[src/rtl/morse_timed_decoder.sv]
// Straight-key Morse front end: times key marks and gaps against a unit
// length, assembles dot/dash elements into letters and queues letters and
// word spaces in a small FIFO for the downstream decoder.
module morse_timed_decoder #(
  parameter int UNIT_TICKS = 100,
  parameter int MAX_LEN    = 6,
  parameter int FIFO_DEPTH = 8
) (
  input  logic                              clk,
  input  logic                              rst,
  input  logic                              tick,
  input  logic                              key,
  output logic [MAX_LEN-1:0]                out_code,
  output logic [$clog2(MAX_LEN+1)-1:0]      out_len,
  output logic                              out_space,
  output logic                              out_toolong,
  output logic                              out_valid,
  input  logic                              out_ready,
  output logic                              overflow,
  output logic [$clog2(FIFO_DEPTH+1)-1:0]   fifo_count
);

  localparam int TW = $clog2(7 * UNIT_TICKS + 1);
  localparam int LW = $clog2(MAX_LEN + 1);
  localparam int CW = $clog2(FIFO_DEPTH + 1);
  localparam int PW = $clog2(FIFO_DEPTH);
  localparam int EW = MAX_LEN + LW + 2;

  localparam logic [TW-1:0] DASH_T   = TW'(2 * UNIT_TICKS);
  localparam logic [TW-1:0] LETTER_T = TW'(3 * UNIT_TICKS);
  localparam logic [TW-1:0] WORD_T   = TW'(7 * UNIT_TICKS);
  localparam logic [LW-1:0] LEN_MAX  = LW'(MAX_LEN);
  localparam logic [CW-1:0] FULL_C   = CW'(FIFO_DEPTH);

  localparam logic [1:0] ST_IDLE  = 2'd0;
  localparam logic [1:0] ST_MARK  = 2'd1;
  localparam logic [1:0] ST_SPACE = 2'd2;

  logic               key_q_r;
  logic [1:0]         state_r;
  logic [TW-1:0]      timer_r;
  logic [MAX_LEN-1:0] code_r;
  logic [LW-1:0]      len_r;
  logic               toolong_r;
  logic               letter_open_r;

  logic               rise_s;
  logic               fall_s;
  logic [TW-1:0]      timer_inc_s;
  logic               letter_hit_s;
  logic               word_hit_s;
  logic               push_s;
  logic [EW-1:0]      push_data_s;

  logic [EW-1:0]      mem_r [FIFO_DEPTH];
  logic [PW-1:0]      wr_ptr_r;
  logic [PW-1:0]      rd_ptr_r;
  logic [CW-1:0]      count_r;
  logic               overflow_r;
  logic               pop_s;
  logic               accept_s;

  assign rise_s = key & ~key_q_r;
  assign fall_s = ~key & key_q_r;

  // Key history; starts high so a key held through reset must be released first.
  always_ff @(posedge clk or posedge rst) begin
    if (rst) begin
      key_q_r <= 1'b1;
    end else begin
      key_q_r <= key;
    end
  end

  // Saturating timer value including this cycle's tick.
  always_comb begin
    timer_inc_s = timer_r;
    if (tick && (timer_r != {TW{1'b1}})) begin
      timer_inc_s = timer_r + TW'(1);
    end else begin
      timer_inc_s = timer_r;
    end
  end

  // Gap thresholds; a new mark at the word boundary cancels the word space.
  always_comb begin
    letter_hit_s = 1'b0;
    word_hit_s   = 1'b0;
    push_s       = 1'b0;
    push_data_s  = {EW{1'b0}};
    if ((state_r == ST_SPACE) && tick) begin
      letter_hit_s = letter_open_r && (timer_inc_s == LETTER_T);
      word_hit_s   = !rise_s && (timer_inc_s == WORD_T);
    end else begin
      letter_hit_s = 1'b0;
      word_hit_s   = 1'b0;
    end
    if (letter_hit_s) begin
      push_s      = 1'b1;
      push_data_s = {1'b0, toolong_r, len_r, code_r};
    end else if (word_hit_s) begin
      push_s      = 1'b1;
      push_data_s = {1'b1, 1'b0, {LW{1'b0}}, {MAX_LEN{1'b0}}};
    end else begin
      push_s      = 1'b0;
      push_data_s = {EW{1'b0}};
    end
  end

  // Mark/gap state machine and letter assembly.
  always_ff @(posedge clk or posedge rst) begin
    if (rst) begin
      state_r       <= ST_IDLE;
      timer_r       <= {TW{1'b0}};
      code_r        <= {MAX_LEN{1'b0}};
      len_r         <= {LW{1'b0}};
      toolong_r     <= 1'b0;
      letter_open_r <= 1'b0;
    end else begin
      case (state_r)
        ST_IDLE: begin
          if (rise_s) begin
            state_r <= ST_MARK;
            timer_r <= {TW{1'b0}};
          end
        end
        ST_MARK: begin
          if (fall_s) begin
            if (len_r == LEN_MAX) begin
              toolong_r <= 1'b1;
            end else begin
              code_r <= {code_r[MAX_LEN-2:0], (timer_inc_s >= DASH_T)};
              len_r  <= len_r + LW'(1);
            end
            state_r       <= ST_SPACE;
            timer_r       <= {TW{1'b0}};
            letter_open_r <= 1'b1;
          end else begin
            timer_r <= timer_inc_s;
          end
        end
        ST_SPACE: begin
          if (letter_hit_s) begin
            code_r        <= {MAX_LEN{1'b0}};
            len_r         <= {LW{1'b0}};
            toolong_r     <= 1'b0;
            letter_open_r <= 1'b0;
          end
          if (rise_s) begin
            state_r <= ST_MARK;
            timer_r <= {TW{1'b0}};
          end else if (word_hit_s) begin
            state_r <= ST_IDLE;
            timer_r <= {TW{1'b0}};
          end else begin
            timer_r <= timer_inc_s;
          end
        end
        default: begin
          state_r <= ST_IDLE;
          timer_r <= {TW{1'b0}};
        end
      endcase
    end
  end

  assign pop_s    = (count_r != {CW{1'b0}}) && out_ready;
  assign accept_s = push_s && ((count_r != FULL_C) || pop_s);

  // FIFO storage; cleared on reset so the head reads zero when empty.
  always_ff @(posedge clk or posedge rst) begin
    if (rst) begin
      for (int i = 0; i < FIFO_DEPTH; i++) begin
        mem_r[i] <= {EW{1'b0}};
      end
    end else if (accept_s) begin
      mem_r[wr_ptr_r] <= push_data_s;
    end
  end

  // FIFO pointers, occupancy and dropped-push flag.
  always_ff @(posedge clk or posedge rst) begin
    if (rst) begin
      wr_ptr_r   <= {PW{1'b0}};
      rd_ptr_r   <= {PW{1'b0}};
      count_r    <= {CW{1'b0}};
      overflow_r <= 1'b0;
    end else begin
      if (accept_s) begin
        wr_ptr_r <= wr_ptr_r + PW'(1);
      end
      if (pop_s) begin
        rd_ptr_r <= rd_ptr_r + PW'(1);
      end
      case ({accept_s, pop_s})
        2'b10:   count_r <= count_r + CW'(1);
        2'b01:   count_r <= count_r - CW'(1);
        default: count_r <= count_r;
      endcase
      overflow_r <= push_s && !accept_s;
    end
  end

  assign {out_space, out_toolong, out_len, out_code} = mem_r[rd_ptr_r];
  assign out_valid  = (count_r != {CW{1'b0}});
  assign fifo_count = count_r;
  assign overflow   = overflow_r;

endmodule

[config.mk]
export PLATFORM = sky130hd
export DESIGN_NAME = morse_timed_decoder
export DESIGN_NICKNAME = d
export VERILOG_FILES = /design/src/rtl/morse_timed_decoder.sv
export SDC_FILE = /design/constraint.sdc
export NUM_CORES = 1
export LEC_CHECK = 0
export BUFFER_PORTS_ARGS = -buffer_cell sky130_fd_sc_hd__buf_2
export CAP_MARGIN = 40
export CORE_MARGIN = 3
export CORE_UTILIZATION = 40
export DETAILED_ROUTE_END_ITERATION = 8
export GPL_ROUTABILITY_DRIVEN = 0
export PLACE_DENSITY = 0.55
export SYNTH_ARGS = -nofsm -noshare
export SYNTH_HDL_FRONTEND = slang
export SYNTH_SLANG_ARGS = --single-unit
export TNS_END_PERCENT = 1
[constraint.sdc]
create_clock -name clk -period 10.85 [get_ports clk]
set_input_delay 1.085 -clock clk [delete_from_list [all_inputs] [get_ports clk]]
set_output_delay 1.085 -clock clk [all_outputs]
set_load 0.005 [all_outputs]
; ---- Yosys cells after proc, flatten, opt, wreduce, memory -nomap -nowiden
; Index checks and enable logic that the tools add are counted.
; W data, S select, Z words.
[totals]
regBits = 123
input_bits = 5
output_inout_bits = 17
word_cells = 107
[op_classes]
addsub = 6
order_cmp = 4
eq_ne = 15
muxes = 38
bitwise_logic = 6
n_reduce_logical = 19
[op_table]
columns = op, n
row1 = $bwmux W88, 1
row2 = $mux W11, 5
row3 = $mux W10, 5
row4 = $bmux W11 S3, 1
row5 = $demux W11 S3, 1
row6 = $pmux W10 S3, 1
row7 = $mux W6, 3
row8 = $pmux W6 S2, 1
row9 = $add A10 B1 Y10 const B, 1
row10 = $eq A10 B10 Y1 const B, 1
row11 = $eq A10 B9 Y1 const B, 1
row12 = $ge A10 B8 Y1 const B, 1
row13 = $ne A10 B10 Y1 const B, 1
row14 = $ne A2 B2 Y1 const B, 5
row15 = $add A3 B1 Y3 const B, 3
row16 = $mux W3, 3
row17 = $ge A4 B4 Y1 const B, 2
row18 = $logic_and A1 B1 Y1, 8
row19 = $mux W1, 8
row20 = $mux W2, 4
row21 = $not A3 Y4, 2
row22 = $pmux W4 S2, 1
row23 = $reduce_and A4 Y1, 2
row24 = $pmux W2 S3, 1
row25 = other kinds (18), 26

; ---- Longest topological paths before layout
[logic_depth]
depth_word = 11
depth_mapped = 15

; ---- Worst setup path before layout
; OpenSTA, ideal clock, no wires.
[synth_timing]
path_kind = input to register
from = input tick
to = register count_r[3], in the netlist fifo_count[3]
setup_time_ns = 0.125
t_arrival_ns = 4.162
required_ns = 10.725
path_slack_ns = 6.562
cell_stages = 14
path_cell_list = buf_4 > nand3_4 > or4_4 > a21boi_1 > or4b_4 > a2111oi_4 > inv_1 > ha_1 > ha_1 > a21o_1 > a21oi_1 > xnor2_1 > nor2_1 > xor2_1
[synth_via]
elab_chain_cells = 10
[synth_rtl]
columns = element, line
row1 = start: declaration, 11  ; input logic tick,
row2 = $logic_and A1 B1 Y1, 78  ; if (tick && (timer_r != {TW{1'b1}})) begin
row3 = $mux W10, 78
row4 = $eq A10 B10 Y1, 93  ; word_hit_s = !rise_s && (timer_inc_s == WORD_T);
row5 = $logic_and A1 B1 Y1, 93
row6 = $mux W1, 91  ; if ((state_r == ST_SPACE) && tick) begin
row7 = $mux W1, 101  ; end else if (word_hit_s) begin
row8 = $mux W1 *, 98  ; if (letter_hit_s) begin
row9 = $logic_and A1 B1 Y1 *, 168  ; assign accept_s = push_s && ((count_r != FULL_C) || pop_s);
row10 = $eq A2 B1 Y1 / $eq A2 B2 Y1 (equally long branches), 195  ; case ({accept_s, pop_s})
row11 = $pmux W4 S2 / $reduce_bool A2 Y1 (equally long branches), n/a
row12 = end signal: assignment, 196  ; 2'b10: count_r <= count_r + CW'(1);
row13 = end signal: assignment, 197  ; 2'b01: count_r <= count_r - CW'(1);
row14 = end signal: assignment, 198  ; default: count_r <= count_r;
row15 = end: declaration, 58  ; logic [CW-1:0] count_r;
; Mark *: on every way between the ends. The rest lies on a longest branch, timed or not.
; A chain may end at the register's enable or synchronous reset.

; ---- Final worst setup path
[layout_timing]
from = register timer_r[0]
to = register mem_r[24] (netlist bit)
[layout_via]
elab_chain_cells = 9
[layout_rtl]
columns = element, line
row1 = start: declaration, 41  ; logic [TW-1:0] timer_r;
row2 = start signal: assignment, 114  ; timer_r <= {TW{1'b0}};
row3 = start signal: assignment, 124  ; timer_r <= {TW{1'b0}};
row4 = start signal: assignment, 136  ; timer_r <= {TW{1'b0}};
row5 = "parallel branches: the longest is 2 deep, another holds $add A10 B1 Y10", n/a
row6 = $mux W10 *, 78
row7 = $eq A10 B10 Y1, 93
row8 = $logic_and A1 B1 Y1, 93
row9 = $mux W1, 91
row10 = $mux W1, 101
row11 = $mux W1, 98
row12 = $logic_and A1 B1 Y1, 168
row13 = end signal: indexed assignment, 174  ; mem_r[i] <= {EW{1'b0}};
row14 = end signal: indexed assignment, 177  ; mem_r[wr_ptr_r] <= push_data_s;
row15 = end: declaration, 55  ; logic [EW-1:0] mem_r [FIFO_DEPTH];
; Mark *: on every way between the ends.

==> results_dict.tcl <==
set metrics [dict create \
    status "completed" \
    seq_power_share 0.410 \
    synth_sequential_area_ratio 0.4962 \
    maximum_frequency_from_static_timing_analysis_mhz 233.8 \
    syn_area_mm2 0.006206 \
    die_y_um 130.6 \
    synthFlopType "sky130_fd_sc_hd__dfrtp_1" \
    syn2layout_area_growth_pct 14.35 \
    cts_root_buffer "sky130_fd_sc_hd__clkbuf_16" \
    cts-root-to-sink-buffers 2 \
    drt-vias-per-instance 5.496 \
    final_hold_viol_count 0 \
    core_mm2 0.01486 \
    postSynthAreaPerCell_um2 12.77 \
    critPathLaunch "timer_r[0]" \
    worst_r2r_startpoint "timer_r[0]" \
    port_buffers 21 \
    setup_violations 0 \
    finalClockSkew_ns 0.01254 \
    tritoncts.num_buffers 17 \
    postCtsResizedCells 0 \
    design.final.nets 520 \
    synth_simple_gate_area_frac 0.09657 \
    timing.max_slew.rel_slack 0.4824 \
    grt_util_met1 0.2289 \
    switching_share 0.2546 \
    chipWidth_um 130.6 \
    drt_iter0_drc 201 \
    max_cap_violations 0 \
    worstSetupEndpoint "mem_r[24]" \
    leakage_nw 3.336 \
    route.final.wire_length_um 12770 \
    grt_antenna_before_repair 0 \
    yosysUniqueCellTypes 57 \
    criticalPathCategory "reg2reg" \
    area_fraction_of_the_dominant_cell_type_after_synthesis 0.4919 \
    top_level_ports 22 \
    holdWs_ns 0.4767 \
    ant_nets 0 \
    ys_seq_elements 123 \
    p_int_uw 880.7 \
    drcViolationCount 0 \
    synth_adder_area_share 0.02742 \
    final_cell_area_mm2 0.007097 \
    dp_hpwl_um 8532 \
    r2r_cells 9 \
    floorplan.initialDensity 0.4175 \
    main_combinational_cell_family_by_area_after_synthesis "multiplexers" \
    synthCells 486 \
    grt_start_max_net_pins 54 \
    worst_hold_path_type "reg2reg" \
    clk_latency_ns 0.42 \
    worstSetupStartpointType "flop" \
    mappedNetlistNets 504 \
    clock_sinks 123 \
    grt_pass1_wl_um 21650 \
    total_negative_setup_slack_ns 0 \
    synth_largest_area_cell "sky130_fd_sc_hd__dfrtp_1" \
    timing.rr.end "mem_r[24]" \
    global_route.peak_usage_layer "met2" \
    critical_path.endpoint_type "flop" \
    drive_above_1_share 0.3029 \
    grt_remaining_overflow 0 \
    async_set_reset_flop_share_out_of_synthesis 1.000 \
    finalMaxSlewViolations 0 \
    layout_worst_path_cycle_share 0.3942 \
    report.power.total_mw 1.182 \
    cp.required_ns 11.14 \
    power.combinational.fraction 0.093 \
    detailedRoute.firstPassIterationCount 4 \
    switchingPower_uw 300.8 \
    synthMostInstantiatedCell "sky130_fd_sc_hd__dfrtp_1" \
    antenna_cells_inserted 0 \
    worst_pin_slew_ns 0.7740 \
    routedWlPerCell_um 18.27 \
    power_frac_clock 0.496 \
    cts_setup_buffers 0 \
    placement.cell_area_mm2 0.006477 \
    grt_usage 0.1662 \
    dieArea_mm2 0.01705 \
    power.density_mw_per_mm2 166.5 \
    yosys-top-cells-area "sky130_fd_sc_hd__dfrtp_1, sky130_fd_sc_hd__mux2_2, sky130_fd_sc_hd__mux2_1, sky130_fd_sc_hd__mux4_2, sky130_fd_sc_hd__ha_1" \
    synth-edff-count 0 \
    dr_vias 3842 \
    cp_max_fo 11 \
    synth_compound_gate_area_share 0.06331 \
    unrepaired_setup_endpoints_after_global_routing "no" \
    hold_buffers 0 \
    rrSetupSlack_ns 6.57 \
    synth.top_cells.by_count "sky130_fd_sc_hd__dfrtp_1, sky130_fd_sc_hd__mux2_2, sky130_fd_sc_hd__mux2_1" \
    period_minus_slack_ns 4.277 \
    synthMuxAreaShare 0.2679 \
    clock_transition_at_the_registers_of_the_reported_paths_ns 0.06 \
    tritoncts_clock_tree "yes" \
    grt_util_met3 0.03740 \
    synth_xor_area_frac 0.01270 \
    timing.critical_path.arrival_ns 4.57 \
    nFillCells 1336 \
    first_global_vias 4088 \
    cts.htree.levels 4 \
    vdd_drop_max_uv 98.98 \
    groute.layer.met2.usage 0.2594 \
    number_of_placement_rows 44 \
    yosys_warnings 0 \
]
[power groups by stage]
stage	logic [mW]	registers (mW)	clock network (mW)
global placement	0.104	0.492	0
global route	0.126	0.487	0.621
floorplan	0.0820	0.489	0
finish	0.110	0.485	0.587
detailed placement	0.111	0.493	0
CTS	0.111	0.485	0.600
[layer usage]
metal,share of wire,vias to the layer above
met5,0,-
met3,0.029,15
met4,0.014,0
li1,-,1792
met2,0.47,56
met1,0.49,1979
[cells in the final DEF (no fill, tap or decap), types with 3 or more instances in the layout]
master                       Yosys  final
sky130_fd_sc_hd__buf_4           5      8
sky130_fd_sc_hd__clkinv_4        0      3
sky130_fd_sc_hd__buf_2          10     22
sky130_fd_sc_hd__mux2_1         45     45
sky130_fd_sc_hd__xnor2_1         6      6
sky130_fd_sc_hd__a21oi_1         6      6
sky130_fd_sc_hd__nor2_1          9      9
sky130_fd_sc_hd__o22ai_1         3      3
sky130_fd_sc_hd__nor3_1          4      4
sky130_fd_sc_hd__dfrtp_1       122    122
sky130_fd_sc_hd__clkinvlp_4      0      3
sky130_fd_sc_hd__inv_1          16     15
sky130_fd_sc_hd__mux4_2         22     22
sky130_fd_sc_hd__and3_1          3      3
sky130_fd_sc_hd__nand2_1        36     36
sky130_fd_sc_hd__mux2i_1         3      3
sky130_fd_sc_hd__clkbuf_16       0     17
sky130_fd_sc_hd__mux2_2         56     56
sky130_fd_sc_hd__nand3_1        12     12
sky130_fd_sc_hd__nand2b_1        9      9
sky130_fd_sc_hd__xor2_1          3      3
sky130_fd_sc_hd__bufinv_16       0      3
sky130_fd_sc_hd__o21ai_0        18     18
sky130_fd_sc_hd__and2_1         11     11
sky130_fd_sc_hd__ha_1           12     12
sky130_fd_sc_hd__o31ai_1         8      8
sky130_fd_sc_hd__a21o_1          4      4
sky130_fd_sc_hd__a31oi_1         5      5
[cell type report]
class	count	area (um2)	area share
Sequential cell	123	3079	0.4339
Multi-Input combinational cell	312	2904	0.4092
Clock buffer	19	452.9	0.06382
Tap cell	184	230.2	0.03244
Timing Repair Buffer	32	201.4	0.02839
Clock inverter	13	166.4	0.02345
Inverter	16	62.56	0.008815
[stage by stage]
step | worst slack [ns] | instances | utilization
2_1_floorplan | 6.496 | 486 | -
3_3_place_gp | 6.033 | 661 | 0.4318
3_5_place_dp | 6.111 | 667 | 0.4358
4_1_cts | 6.534 | 699 | 0.4774
5_1_grt | 6.287 | 699 | 0.4774
6_report | 6.573 | 699 | 0.4774
[critical path, cell delays in order (launching register included)]
cell,delay [ns]
sky130_fd_sc_hd__dfrtp_1,0.46
sky130_fd_sc_hd__ha_1,0.38
sky130_fd_sc_hd__nand3_1,0.20
sky130_fd_sc_hd__or4_4,0.54
sky130_fd_sc_hd__a21boi_1,0.15
sky130_fd_sc_hd__or4b_4,0.50
sky130_fd_sc_hd__a2111oi_4,0.55
sky130_fd_sc_hd__and2_1,0.26
sky130_fd_sc_hd__nand3b_1,0.56
sky130_fd_sc_hd__mux2_1,0.54
[worst min path at each step]
| stage | start | end | slack, ns | depth (start not counted) |
|---|---|---|---|---|
| 4_1_cts | toolong_r | toolong_r | 0.48 | 2 |
| 3_3_place_gp | code_r[5] | code_r[5] | 0.46 | 2 |
| 2_1_floorplan | toolong_r | toolong_r | 0.44 | 2 |
| 3_5_place_dp | toolong_r | toolong_r | 0.47 | 2 |
| 6_report | toolong_r | toolong_r | 0.48 | 2 |
| 5_1_grt | mem_r[26] | mem_r[26] | 0.50 | 1 |
[logic make-up after synthesis]
| family | after synthesis |
|---|---|
| AO/OA/AOI/OAI | 58 |
| flip-flops | 123 |
| AND/OR/NAND/NOR | 106 |
| buffers and inverters | 51 |
| multiplexers | 126 |
| adder cells (fa/ha/maj) | 13 |
| XOR/XNOR | 9 |
[registers in the layout, indices dropped and copies added, names as in the netlist, 2 cells and up]
signal and count:
state_r 2, wr_ptr_r 3, mem_r 88, fifo_count 4
code_r 6, rd_ptr_r 3, timer_r 10, len_r 3
No activity file was read; power rests on OpenSTA's default activity.
